==> src/rtl/realtank_soc_bus_arb_param.sv <==
// Output-stage arbiter for one slave port of the RealTank AHB bus matrix.
// Picks the input port owning the address phase; fixed or round-robin priority, bursts never split.
module realtank_soc_bus_arb_param #(
    parameter int unsigned  NUM_PORTS = 4,
    parameter int unsigned  ARB_MODE  = 0,
    localparam int unsigned PORT_W    = (NUM_PORTS > 1) ? $clog2(NUM_PORTS) : 1
) (
    input  logic                 HCLK,
    input  logic                 HRESETn,
    input  logic [NUM_PORTS-1:0] req_port,
    input  logic                 HREADYM,
    input  logic                 HSELM,
    input  logic [1:0]           HTRANSM,
    input  logic [2:0]           HBURSTM,
    input  logic                 HMASTLOCKM,
    output logic [PORT_W-1:0]    addr_in_port,
    output logic [NUM_PORTS-1:0] grant,
    output logic                 no_port
);

    localparam logic [1:0] TrIdle   = 2'b00;
    localparam logic [1:0] TrBusy   = 2'b01;
    localparam logic [1:0] TrNonseq = 2'b10;
    localparam logic [1:0] TrSeq    = 2'b11;

    logic [3:0]           cnt_q, cnt_d;
    logic                 hold_q, hold_d;
    logic [PORT_W-1:0]    owner_q, owner_d;
    logic [PORT_W-1:0]    rr_q, rr_d;
    logic                 no_port_q, no_port_d;
    logic [NUM_PORTS-1:0] grant_q, grant_d;
    logic [NUM_PORTS-1:0] cand;
    logic [PORT_W-1:0]    winner;
    logic                 found;
    int unsigned          start;
    int unsigned          idx;

    // Burst tracker: hold stays set until the last SEQ beat of a fixed-length burst.
    always_comb begin
        cnt_d  = cnt_q;
        hold_d = hold_q;
        if (HREADYM) begin
            if (!HSELM) begin
                cnt_d  = 4'd0;
                hold_d = 1'b0;
            end else begin
                case (HTRANSM)
                    TrIdle: begin
                        cnt_d  = 4'd0;
                        hold_d = 1'b0;
                    end
                    TrBusy: ;
                    TrNonseq: begin
                        case (HBURSTM)
                            3'b111, 3'b110: begin cnt_d = 4'd15; hold_d = 1'b1; end
                            3'b101, 3'b100: begin cnt_d = 4'd7;  hold_d = 1'b1; end
                            3'b011, 3'b010: begin cnt_d = 4'd3;  hold_d = 1'b1; end
                            default:        begin cnt_d = 4'd0;  hold_d = 1'b0; end
                        endcase
                    end
                    TrSeq: begin
                        cnt_d = cnt_q - 4'd1;
                        if (cnt_q == 4'd1) begin
                            hold_d = 1'b0;
                        end
                    end
                    default: begin
                        cnt_d  = 4'd0;
                        hold_d = 1'b0;
                    end
                endcase
            end
        end
    end

    // The current owner stays a candidate while its transfer is still active.
    always_comb begin
        for (int unsigned i = 0; i < NUM_PORTS; i++) begin
            cand[i] = req_port[i] | ((owner_q == PORT_W'(i)) && HSELM && (HTRANSM != TrIdle));
        end
    end

    always_comb begin
        start  = (ARB_MODE == 1) ? 32'(rr_q) : 0;
        winner = '0;
        found  = 1'b0;
        idx    = 0;
        for (int unsigned k = 0; k < NUM_PORTS; k++) begin
            idx = start + k;
            if (idx >= NUM_PORTS) begin
                idx = idx - NUM_PORTS;
            end
            if (!found && cand[PORT_W'(idx)]) begin
                found  = 1'b1;
                winner = PORT_W'(idx);
            end
        end
    end

    always_comb begin
        owner_d   = owner_q;
        no_port_d = no_port_q;
        rr_d      = rr_q;
        if (HREADYM) begin
            if (HMASTLOCKM || hold_d) begin
                owner_d = owner_q;
            end else if (found) begin
                owner_d   = winner;
                no_port_d = 1'b0;
                if ((ARB_MODE == 1) && ((winner != owner_q) || no_port_q)) begin
                    rr_d = (winner == PORT_W'(NUM_PORTS - 1)) ? '0 : winner + 1'b1;
                end
            end else if (HSELM) begin
                no_port_d = 1'b0;
            end else begin
                no_port_d = 1'b1;
            end
        end
    end

    always_comb begin
        for (int unsigned i = 0; i < NUM_PORTS; i++) begin
            grant_d[i] = !no_port_d && (owner_d == PORT_W'(i));
        end
    end

    always_ff @(posedge HCLK) begin
        if (!HRESETn) begin
            cnt_q     <= 4'd0;
            hold_q    <= 1'b0;
            owner_q   <= '0;
            rr_q      <= '0;
            no_port_q <= 1'b1;
            grant_q   <= '0;
        end else begin
            cnt_q     <= cnt_d;
            hold_q    <= hold_d;
            owner_q   <= owner_d;
            rr_q      <= rr_d;
            no_port_q <= no_port_d;
            grant_q   <= grant_d;
        end
    end

    assign addr_in_port = owner_q;
    assign grant        = grant_q;
    assign no_port      = no_port_q;

endmodule
==> config.mk <==
export PLATFORM = sky130hd
export DESIGN_NAME = realtank_soc_bus_arb_param
export DESIGN_NICKNAME = d
export VERILOG_FILES = /design/src/rtl/realtank_soc_bus_arb_param.sv
export SDC_FILE = /design/constraint.sdc
export NUM_CORES = 1
export LEC_CHECK = 0
export CORE_MARGIN = 1.5
export CORE_UTILIZATION = 46
export CTS_CLUSTER_SIZE = 10
export DETAILED_ROUTE_END_ITERATION = 10
export GPL_TIMING_DRIVEN = 0
export PLACE_DENSITY_LB_ADDON = 0.15
export SYNTH_ARGS = -nofsm -noshare
export SYNTH_HDL_FRONTEND = slang
export SYNTH_SLANG_ARGS = --single-unit
==> constraint.sdc <==
create_clock -name HCLK -period 2.2 [get_ports HCLK]
set_input_delay 0.66 -clock HCLK [delete_from_list [all_inputs] [get_ports HCLK]]
set_output_delay 0.66 -clock HCLK [all_outputs]
set_load 0.1 [all_outputs]
# [Word level (Yosys, flattened, before mapping)]
# Index checks and enable logic that the tools add are counted.
# Widths: inputs -> output; s select.
[classes] addsub=1 eq_ne=16 mux=22 bitwise_logic=4 n_reduce_logical=29
[ops] op="$pmux 4 s3" n=2
[ops] op="$logic_and 1x1->1" n=15
[ops] op="$mux 1" n=13
[ops] op="$eq 2x2->1 const B" n=6
[ops] op="$eq 3x3->1 const B" n=4
[ops] op="$mux 2" n=5
[ops] op="$eq 3x2->1 const B" n=2
[ops] op="$logic_not 2->1" n=3
[ops] op="$reduce_or 2->1" n=3
[ops] op="$reduce_or 6->1" n=1
[ops] op="$eq 2x1->1 const B" n=2
[ops] op="$eq 4x1->1 const B" n=1
[ops] op="$logic_not 1->1" n=4
[ops] op="$mux 4" n=1
[ops] op="$ne 4x1->1 const B" n=1
[ops] op="$or 1x1->1" n=4
[ops] op="$sub 4x1->4 const B" n=1
[ops] op="$pmux 1 s3" n=1
[ops] op="$reduce_and 2->1" n=1
[ops] op="$reduce_bool 2->1" n=1
[ops] op="$logic_or 1x1->1" n=1
[word_totals] ff_bits=12 in_bits=14 output_inout_bits=7 wordCells=77

# [Logic depth before layout (Yosys ltp)]
# Gate-level depths: netlist of the first run.
[depth] ltp_word=19 depth_mapped=7 ltp_nobuf=7

# [Worst setup path before layout of the first run]
# OpenSTA, ideal clock, no wires.
[synth_path] path_type="input port to flip-flop" startpoint="in HTRANSM[1]" endpoint="reg grant_q[1], in the netlist grant[1]" setup_ps=86 t_arrival_ps=1915 required_ps=2114 path_slack_ps=199 path_stages=7 path_buffers=0 cell_sequence="inv_1 ha_1 nor4b_2 nor2_2 o31ai_4 o311ai_2 a221oi_2"
[synth_between] elab_chain_len=18 word_cells_on_any_way=38 classes_between="3 x eq/ne; 16 x mux; 4 x bitwise; 15 x reduce/logical"
[synth_lines] element="start, declared" line_no="13" rtl="input logic [1:0] HTRANSM,"
[synth_lines] element="$reduce_bool 2->1" line_no="79" rtl="cand[i] = req_port[i] | ((owner_q == PORT_W'(i)) && HSELM && (HTRANSM != TrIdle));"
[synth_lines] element="$logic_and 1x1->1" line_no="79"
[synth_lines] element="$or 1x1->1" line_no="79"
[synth_lines] element="$mux 1" line_no="93" rtl="if (!found && cand[PORT_W'(idx)]) begin"
[synth_lines] element="$logic_not 1->1" line_no="93"
[synth_lines] element="$logic_and 1x1->1" line_no="93"
[synth_lines] element="$mux 1" line_no="93"
[synth_lines] element="$logic_not 1->1" line_no="93"
[synth_lines] element="[... 2 more ...]"
[synth_lines] element="$logic_not 1->1" line_no="93"
[synth_lines] element="$logic_and 1x1->1" line_no="93"
[synth_lines] element="$mux 2 or $mux 1 (tied branches)" line_no="93"
[synth_lines] element="$mux 2 or $mux 1 (tied branches)" line_no="107" rtl="end else if (found) begin"
[synth_lines] element="$mux 2 or $mux 1 (tied branches)" line_no="105" rtl="if (HMASTLOCKM || hold_d) begin"
[synth_lines] element="$mux 2 or $mux 1 (tied branches)" line_no="104" rtl="if (HREADYM) begin"
[synth_lines] element="$eq 2x1->1 or $logic_not 1->1 (tied branches)" line_no="123" rtl="grant_d[i] = !no_port_d && (owner_d == PORT_W'(i));"
[synth_lines] element="$logic_and 1x1->1 *" line_no="123"
[synth_lines] element="end signal, assigned" line_no="141" rtl="grant_q <= grant_d;"
[synth_lines] element="end, declared" line_no="31" rtl="logic [NUM_PORTS-1:0] grant_q, grant_d;"
# Mark *: on every way between the ends. The rest lies on a longest branch, timed or not.
# A chain may end at the register's enable or synchronous reset.

# [Final worst setup path of the first run]
[layout_path] startpoint="in HTRANSM[0]" endpoint="reg grant_q[1], in the netlist grant[1]"
# Same word-level chain as after synthesis.

==> impl_metrics.tcl, run 1 <==
set metrics [dict create \
    holdWs_ps 503.7 \
    final_nets 131 \
    placed_area_sq_um 975.9 \
    cts_inserted_buffers 3 \
    dr.pass1.iters 4 \
    synth_area_leaders "dfxtp_1, ha_1, a21oi_1" \
    crit_type "input port to flop" \
    final_cell_area_sq_um 1104 \
    synth_area_sq_um 765.7 \
    power_leakage_nw 0.4234 \
    cp.arrival_ps 2310 \
    worst_pin_slew_ps 949.4 \
    crit_start "HTRANSM[0]" \
    vias_per_cell 5.619 \
    ctsHoldBuffers 0 \
    finalHoldViolCount 0 \
    ys_warn_count 0 \
    finalCritPeriodShare_pct 96.38 \
    synth_seq_cells 12 \
    antenna_found_initial 0 \
    fp.dieArea_sq_um 1918 \
    cts_tree "built" \
    fill_cells 126 \
    grtUsageTotal_pct 18.07 \
    drive_above_1_share_pct 23.64 \
    multiInputGateArea_sq_um 599.3 \
    synthDistinctLibCells 36 \
    pwr_density_cell_nw_per_um2 533.7 \
    clockBufferDepth 2 \
    ios 21 \
    r2r_start "cnt_q[0]$_SDFFE_PN0P_" \
    wl_per_cell_um 12.95 \
    syn_avg_cell_area_sq_um 8.904 \
    required_ps 2390 \
    antenna_left 0 \
    cp_max_fo 5 \
    drv_cap 0 \
    regArea_sq_um 240.2 \
    ys_top_cells_by_count "dfxtp_1, a21oi_1, inv_1, ha_1" \
    worst_skew_pair.late_latency_ps 280 \
    synth.top_cell.area_share_pct 31.37 \
    syn-num-nets 106 \
    die-width_um 43.80 \
    first_global_vias 640 \
    drv_slew 0 \
    synth.most_common_cell "dfxtp_1" \
    gp_congestion 0.8062 \
    synth_seq_area_share_pct 31.37 \
    coreArea_sq_um 1524 \
    status "completed" \
    max_slew_margin_pct 36.96 \
    finalClockSkew_ps 6.191 \
    htree_levels 1 \
    clk_pin_slew_ps 80 \
    post-route-drc-count 0 \
    netlist_instances 86 \
    die_h_um 43.80 \
    cts-root-buf "clkbuf_4" \
    synthArstFlopShare_pct 0 \
    min_path_type "flop to flop" \
    grt_max_degree 9 \
    initial_utilization_pct 50.25 \
    num_vias 708 \
    cts.sinks 12 \
    syn2layout_area_growth_pct 44.12 \
    hpwl_um 1170 \
    start_kind "input port" \
    wirelength_um 1632 \
    num_antenna_cells 0 \
    grt-ovfl-total 0 \
    ir_drop_mv 0.3855 \
    portBuffers 19 \
    yosysTopAreaCell "dfxtp_1" \
    num_rows 14 \
    grt_first_pass_wirelength_um 2635 \
    first_iter_violations 4 \
    end_kind "flop" \
    hold_path_startpoint "hold_q$_SDFF_PN0_" \
    period_needed_ps 2120 \
    ys.flop_type "dfxtp_1" \
    synth_edf_count 0 \
    setup_viol 0 \
    fmax_mhz 471.6 \
]
[layer usage]
layer | routed length [um] | GRT usage [%] | vias up
li1 | - | - | 366
met5 | 0 | 0 | -
met1 | 687 | 20.36 | 325
met2 | 874 | 32.65 | 17
met3 | 69 | 6.667 | 0
met4 | 0 | 3.030 | 0
[final cells by class]
| cell class | count | area share (%) |
|---|---|---|
| multi-input combinational | 67 | 54.31 |
| clock buffer | 4 | 3.288 |
| inverter | 7 | 2.381 |
| sequential | 12 | 21.77 |
| tap | 16 | 1.814 |
| timing repair buffer | 20 | 16.44 |
[what timing repair did]
action	in CTS	in global routing
endpoints found under the setup margin	13	6
gates resized for setup	18	15
pin swaps	6	4
setup buffers	0	1
endpoints found under the hold margin	0	0
[sequential cells by signal, summed over array words and instances (netlist names)]
name          count
cnt_q             4
addr_in_port      2
hold_q            1
no_port           1
grant             4
[cells in the final DEF (no fill, tap or decap), drive strengths merged, types with 2 or more instances in the layout]
cell,synthesis,final
nand2,4,4
inv,7,7
clkdlybuf4s50,0,10
dlygate4sd2,0,6
ha,6,6
dfxtp,12,12
nand3,2,2
nor2b,4,4
nor2,7,7
o21ai,7,7
xor2,2,2
clkbuf,0,6
a21oi,8,8
a21boi,2,2
nand2b,6,6
[through the flow]
| step | total power [mW] | cells | setup TNS (ps) | util [%] | setup slack, ps |
|---|---|---|---|---|---|
| after detailed placement | 0.4008 | 121 | -3579 | 64.04 | -480.9 |
| final | 0.5889 | 126 | 0 | 72.41 | 79.61 |
| after floorplan | 0.3480 | 86 | 0 | - | 198.8 |
| after global placement | 0.3984 | 121 | -3330 | 64.04 | -454.4 |
| after CTS | 0.5789 | 125 | 0 | 68.23 | 16.94 |
| after global routing | 0.6198 | 126 | -27.82 | 72.41 | -27.82 |
[where the power goes]
group | leakage (nW) | switching (mW) | internal [mW]
clock | 0.0210 | 0.0752 | 0.101
sequential | 0.0976 | 0.00721 | 0.226
combinational | 0.305 | 0.114 | 0.0656
[worst paths after layout]
check / end / slack (ps) / depth (start not counted)
max: grant[1]$_SDFF_PN0_ / 80 / 7
min: hold_q$_SDFF_PN0_ / 500 / 2
max reg2reg: grant[1]$_SDFF_PN0_ / 430 / 6
min reg2reg: hold_q$_SDFF_PN0_ / 500 / 2
[critical path, stage by stage]
cell and delay [ps]:
dlygate4sd2_1 280, ha_1 290, o21ai_2 210, nor2_4 80
o31ai_4 310, o311ai_4 200, a221oi_2 280
[kinds of logic (layout without fill, tap and decap cells)]
logic type	Yosys count	in the layout	synth area share, %
XOR/XNOR	2	2	2.288
adder cells (fa/ha/maj)	6	6	9.804
flip-flops	12	12	31.37
buffers and inverters	7	31	3.432
AND/OR/NAND/NOR	32	32	25.65
AO/OA/AOI/OAI	27	27	27.45
(Power assumes the default switching activity.)
==> run 2: changes to the inputs <==
--- a/config.mk
+++ b/config.mk
@@ -6,7 +6,7 @@
 export NUM_CORES = 1
 export LEC_CHECK = 0
 export CORE_MARGIN = 1.5
-export CORE_UTILIZATION = 46
+export CORE_UTILIZATION = 45
 export CTS_CLUSTER_SIZE = 10
 export DETAILED_ROUTE_END_ITERATION = 10
 export GPL_TIMING_DRIVEN = 0
==> impl_metrics.tcl, run 2 (synthesized netlist as in run 1, its figures left out) <==
set metrics [dict create \
    status "completed" \
    cts-root-buf "clkbuf_4" \
    num_vias 697 \
    finalClockSkew_ps 14.39 \
    drv_slew 0 \
    regArea_sq_um 240.2 \
    ir_drop_mv 0.3363 \
    grt_max_degree 9 \
    finalHoldViolCount 0 \
    fin_ws_ps 79.38 \
    portBuffers 19 \
    ios 21 \
    cts_inserted_buffers 3 \
    ctsHoldBuffers 0 \
    grt-ovfl-total 0 \
    cts_setup_buffers 0 \
    first_iter_violations 6 \
    clk_pin_slew_ps 80 \
    end_kind "primary output" \
    layout_common_cells "dfxtp_1, clkdlybuf4s50_1, a21oi_1" \
    setup_viol 0 \
    vias_per_cell 5.621 \
    fill_cells 144 \
    slowest_stage "dlygate4sd2_1" \
    htree_levels 1 \
    clockBufferDepth 2 \
    cts_tree "built" \
    wl_per_cell_um 12.84 \
    die-width_um 44.25 \
    worst_skew_pair.late_latency_ps 280 \
    power_leakage_nw 0.4104 \
    required_ps 1540 \
    final-instance-count-excl-fill 124 \
    crit_family "buffers and inverters" \
    antenna_found_initial 0 \
    die_h_um 44.25 \
    pwr_density_cell_nw_per_um2 519.8 \
    syn2layout_area_growth_pct 35.62 \
    first_global_vias 620 \
    hpwl_um 1176 \
    antenna_left 0 \
    final_common_cell "dfxtp_1" \
    finalCritPeriodShare_pct 96.39 \
    grt_first_pass_wirelength_um 2559 \
    gp_congestion 0.8236 \
    dp_slack_ps -523.9 \
    dr.pass1.iters 4 \
    drive_above_1_share_pct 17.59 \
    worst_pin_slew_ps 951.6 \
    cp.arrival_ps 1460 \
    drv_cap 0 \
    path_buf_inv 1 \
    final_nets 130 \
    crit_type "flop to primary output" \
    num_antenna_cells 0 \
    grtUsageTotal_pct 18.23 \
    critPathMaxStageDelay_ps 850 \
    max_slew_margin_pct 36.81 \
    min_path_type "flop to flop" \
    fmax_mhz 471.6 \
    dpl.cell_count 121 \
    multiInputGateArea_sq_um 558.0 \
    period_needed_ps 2121 \
    utilization_pct 67.37 \
    start_kind "flop" \
    wirelength_um 1592 \
    num_rows 14 \
    cp_max_fo 2 \
    cts.sinks 12 \
    fp.dieArea_sq_um 1958 \
    coreArea_sq_um 1541 \
    post-route-drc-count 0 \
    initial_utilization_pct 49.68 \
    cp_cell_sequence "dlygate4sd2_1" \
]
-- run 2: per-stage QoR --
| step | total power [mW] | instance area (sq um) | hold slack [ps] | setup TNS [ps] |
|---|---|---|---|---|
| final | 0.5398 | 1039 | 496.6 | 0 |
| after global placement | 0.3986 | 975.9 | 471.1 | -3384 |
| after global routing | 0.5666 | 1039 | 509.6 | -0.7176 |
| after floorplan | 0.3480 | 765.7 | 454.5 | 0 |
| after CTS | 0.5390 | 1030 | 494.2 | 0 |
| after detailed placement | 0.4008 | 975.9 | 482.0 | -3902 |
-- run 2: path summary, 6_finish.rpt --
path                              start                   to  slack, ps  cells past startpoint
hold / removal        hold_q$_SDFF_PN0_    hold_q$_SDFF_PN0_        500                      2
hold reg to reg       hold_q$_SDFF_PN0_    hold_q$_SDFF_PN0_        500                      2
setup / recovery     no_port$_SDFF_PN1_              no_port         80                      1
setup reg to reg  cnt_q[1]$_SDFFE_PN0P_  grant[1]$_SDFF_PN0_        450                      7
-- run 2: where the power goes --
| part | switching (mW) | internal, mW |
|---|---|---|
| Sequential | 0.00711 | 0.226 |
| Combinational | 0.109 | 0.0606 |
| Clock | 0.0734 | 0.0635 |
-- run 2: what timing repair did --
item | CTS | global route
resized for setup | 18 | 5
setup endpoints to repair | 13 | 7
pin swaps | 7 | 2
-- run 2: layer usage --
metal | part of all wire (%) | vias up | routed length (um) | global-route usage (%)
met4 | 2.8 | 0 | 44 | 12.73
met5 | 0 | - | 0 | 0
met1 | 49 | 311 | 779 | 23.25
met3 | 4.1 | 5 | 66 | 2.449
li1 | - | 359 | - | -
met2 | 44 | 22 | 702 | 28.24
-- run 2: area by class of cell --
cell class              count  share of cell area, %
multi-input cells          67                  53.73
flip-flops and latches     12                  23.13
repair buffers             19                  16.51
inverters                   7                  2.530
clock buffers               3                  2.169
well taps                  16                  1.928
==> run 3: changes to the inputs <==
--- a/config.mk
+++ b/config.mk
@@ -6,11 +6,12 @@
 export NUM_CORES = 1
 export LEC_CHECK = 0
 export CORE_MARGIN = 1.5
-export CORE_UTILIZATION = 45
+export CORE_UTILIZATION = 34
 export CTS_CLUSTER_SIZE = 10
 export DETAILED_ROUTE_END_ITERATION = 10
 export GPL_TIMING_DRIVEN = 0
 export PLACE_DENSITY_LB_ADDON = 0.15
+export RECOVER_POWER = 50
 export SYNTH_ARGS = -nofsm -noshare
 export SYNTH_HDL_FRONTEND = slang
 export SYNTH_SLANG_ARGS = --single-unit
==> impl_metrics.tcl, run 3 (synthesized netlist as in run 1, its figures left out) <==
set metrics [dict create \
    power_leakage_nw 0.4345 \
    antenna_left 0 \
    critPathMaxStageDelay_ps 850 \
    crit_cells 1 \
    slowest_stage "dlygate4sd2_1" \
    r2r_start "cnt_q[1]$_SDFFE_PN0P_" \
    r2r_end "grant[1]$_SDFF_PN0_" \
    cts_tree "built" \
    initial_utilization_pct 37.50 \
    finalClockSkew_ps 1.548 \
    crit_start "no_port$_SDFF_PN1_" \
    status "completed" \
    syn2layout_area_growth_pct 42.65 \
    final_nets 133 \
    die-width_um 50.46 \
    fmax_mhz 474.0 \
    final_cell_area_sq_um 1092 \
    pwr_density_cell_nw_per_um2 524.9 \
    start_kind "flop" \
    worst_skew_pair.late_latency_ps 270 \
    path_buf_inv 1 \
    wl_per_cell_um 11.00 \
    cp_max_fo 2 \
    regArea_sq_um 240.2 \
    finalCritPeriodShare_pct 95.89 \
    rsz0062_at_grt "no" \
    setup_tns_ps 0 \
    dpl.cell_count 132 \
    setup_viol 0 \
    cts-root-buf "clkbuf_4" \
    clk_pin_slew_ps 70 \
    crit_type "flop to primary output" \
    num_rows 16 \
    htree_levels 1 \
    max_slew_margin_pct 36.97 \
    crit_family "buffers and inverters" \
    clockBufferDepth 2 \
    ctsHoldBuffers 0 \
    cts.sinks 12 \
    dp_slack_ps -495.4 \
    cp-endpoint "no_port" \
    drive_above_1_share_pct 20.54 \
    ir_drop_mv 0.3915 \
    fin_ws_ps 90.47 \
    cts_inserted_buffers 3 \
    utilization_pct 53.49 \
    required_ps 1540 \
    first_global_vias 658 \
    worst_pin_slew_ps 949.2 \
    num_vias 692 \
    final_common_cell "dfxtp_1" \
    holdWs_ps 507.5 \
    portBuffers 19 \
    power_mw 0.5734 \
    wirelength_um 1529 \
    multiInputGateArea_sq_um 561.8 \
    min_path_type "flop to flop" \
    grt-ovfl-total 0 \
    dr.pass1.iters 4 \
    grt_max_degree 9 \
    ff2ff_setup_slack_ps 430 \
    ios 21 \
    vias_per_cell 4.978 \
    reg2reg_depth 8 \
    drv_slew 0 \
    fp.dieArea_sq_um 2546 \
    cp.arrival_ps 1450 \
    first_iter_violations 11 \
    coreArea_sq_um 2042 \
    grt_first_pass_wirelength_um 2594 \
    post-route-drc-count 0 \
    finalHoldViolCount 0 \
    grtUsageTotal_pct 13.10 \
    final-instance-count-excl-fill 139 \
    layout_common_cells "dfxtp_1, clkdlybuf4s50_1, a21oi_1" \
    end_kind "primary output" \
    gp_congestion 0.7980 \
    fill_cells 195 \
    hpwl_um 1189 \
    drv_cap 0 \
    cp_cell_sequence "dlygate4sd2_1" \
    placed_area_sq_um 989.7 \
    num_antenna_cells 0 \
    die_h_um 50.46 \
    period_needed_ps 2110 \
    antenna_found_initial 0 \
]
-- run 3: layout make-up --
class / instances / share of cell area [%]
Tap cell: 27 / 3.093
Multi-Input combinational cell: 67 / 51.43
Timing Repair Buffer: 22 / 17.75
Clock buffer: 4 / 3.322
Inverter: 7 / 2.405
Sequential cell: 12 / 21.99
-- run 3: report_power, final --
group          total [mW]  internal (mW)  switching [mW]
Combinational       0.170         0.0617           0.108
Sequential          0.233          0.226         0.00694
Clock               0.170          0.101          0.0697
Total               0.573          0.389           0.185
-- run 3: what timing repair did --
action,CTS,global route
gates resized for setup,17,6
endpoints found under the setup margin,13,7
pin swaps,6,4
buffers inserted,3,0
-- run 3: worst min path at each step --
stage / cells after the start / from / slack, ps / endpoint
6_report: 2 / hold_q$_SDFF_PN0_ / 510 / hold_q$_SDFF_PN0_
5_1_grt: 2 / hold_q$_SDFF_PN0_ / 520 / hold_q$_SDFF_PN0_
4_1_cts: 2 / hold_q$_SDFF_PN0_ / 510 / hold_q$_SDFF_PN0_
3_5_place_dp: 2 / hold_q$_SDFF_PN0_ / 500 / hold_q$_SDFF_PN0_
3_3_place_gp: 2 / hold_q$_SDFF_PN0_ / 470 / hold_q$_SDFF_PN0_
2_1_floorplan: 2 / hold_q$_SDFF_PN0_ / 450 / hold_q$_SDFF_PN0_
-- run 3: routing by layer --
| layer | vias up | wire, um | global-route usage, % |
|---|---|---|---|
| met2 | 14 | 773 | 24.12 |
| met4 | 0 | 0 | 2.703 |
| met5 | - | 0 | 0 |
| met3 | 0 | 68 | 4.464 |
| li1 | 364 | - | - |
| met1 | 314 | 687 | 14.44 |
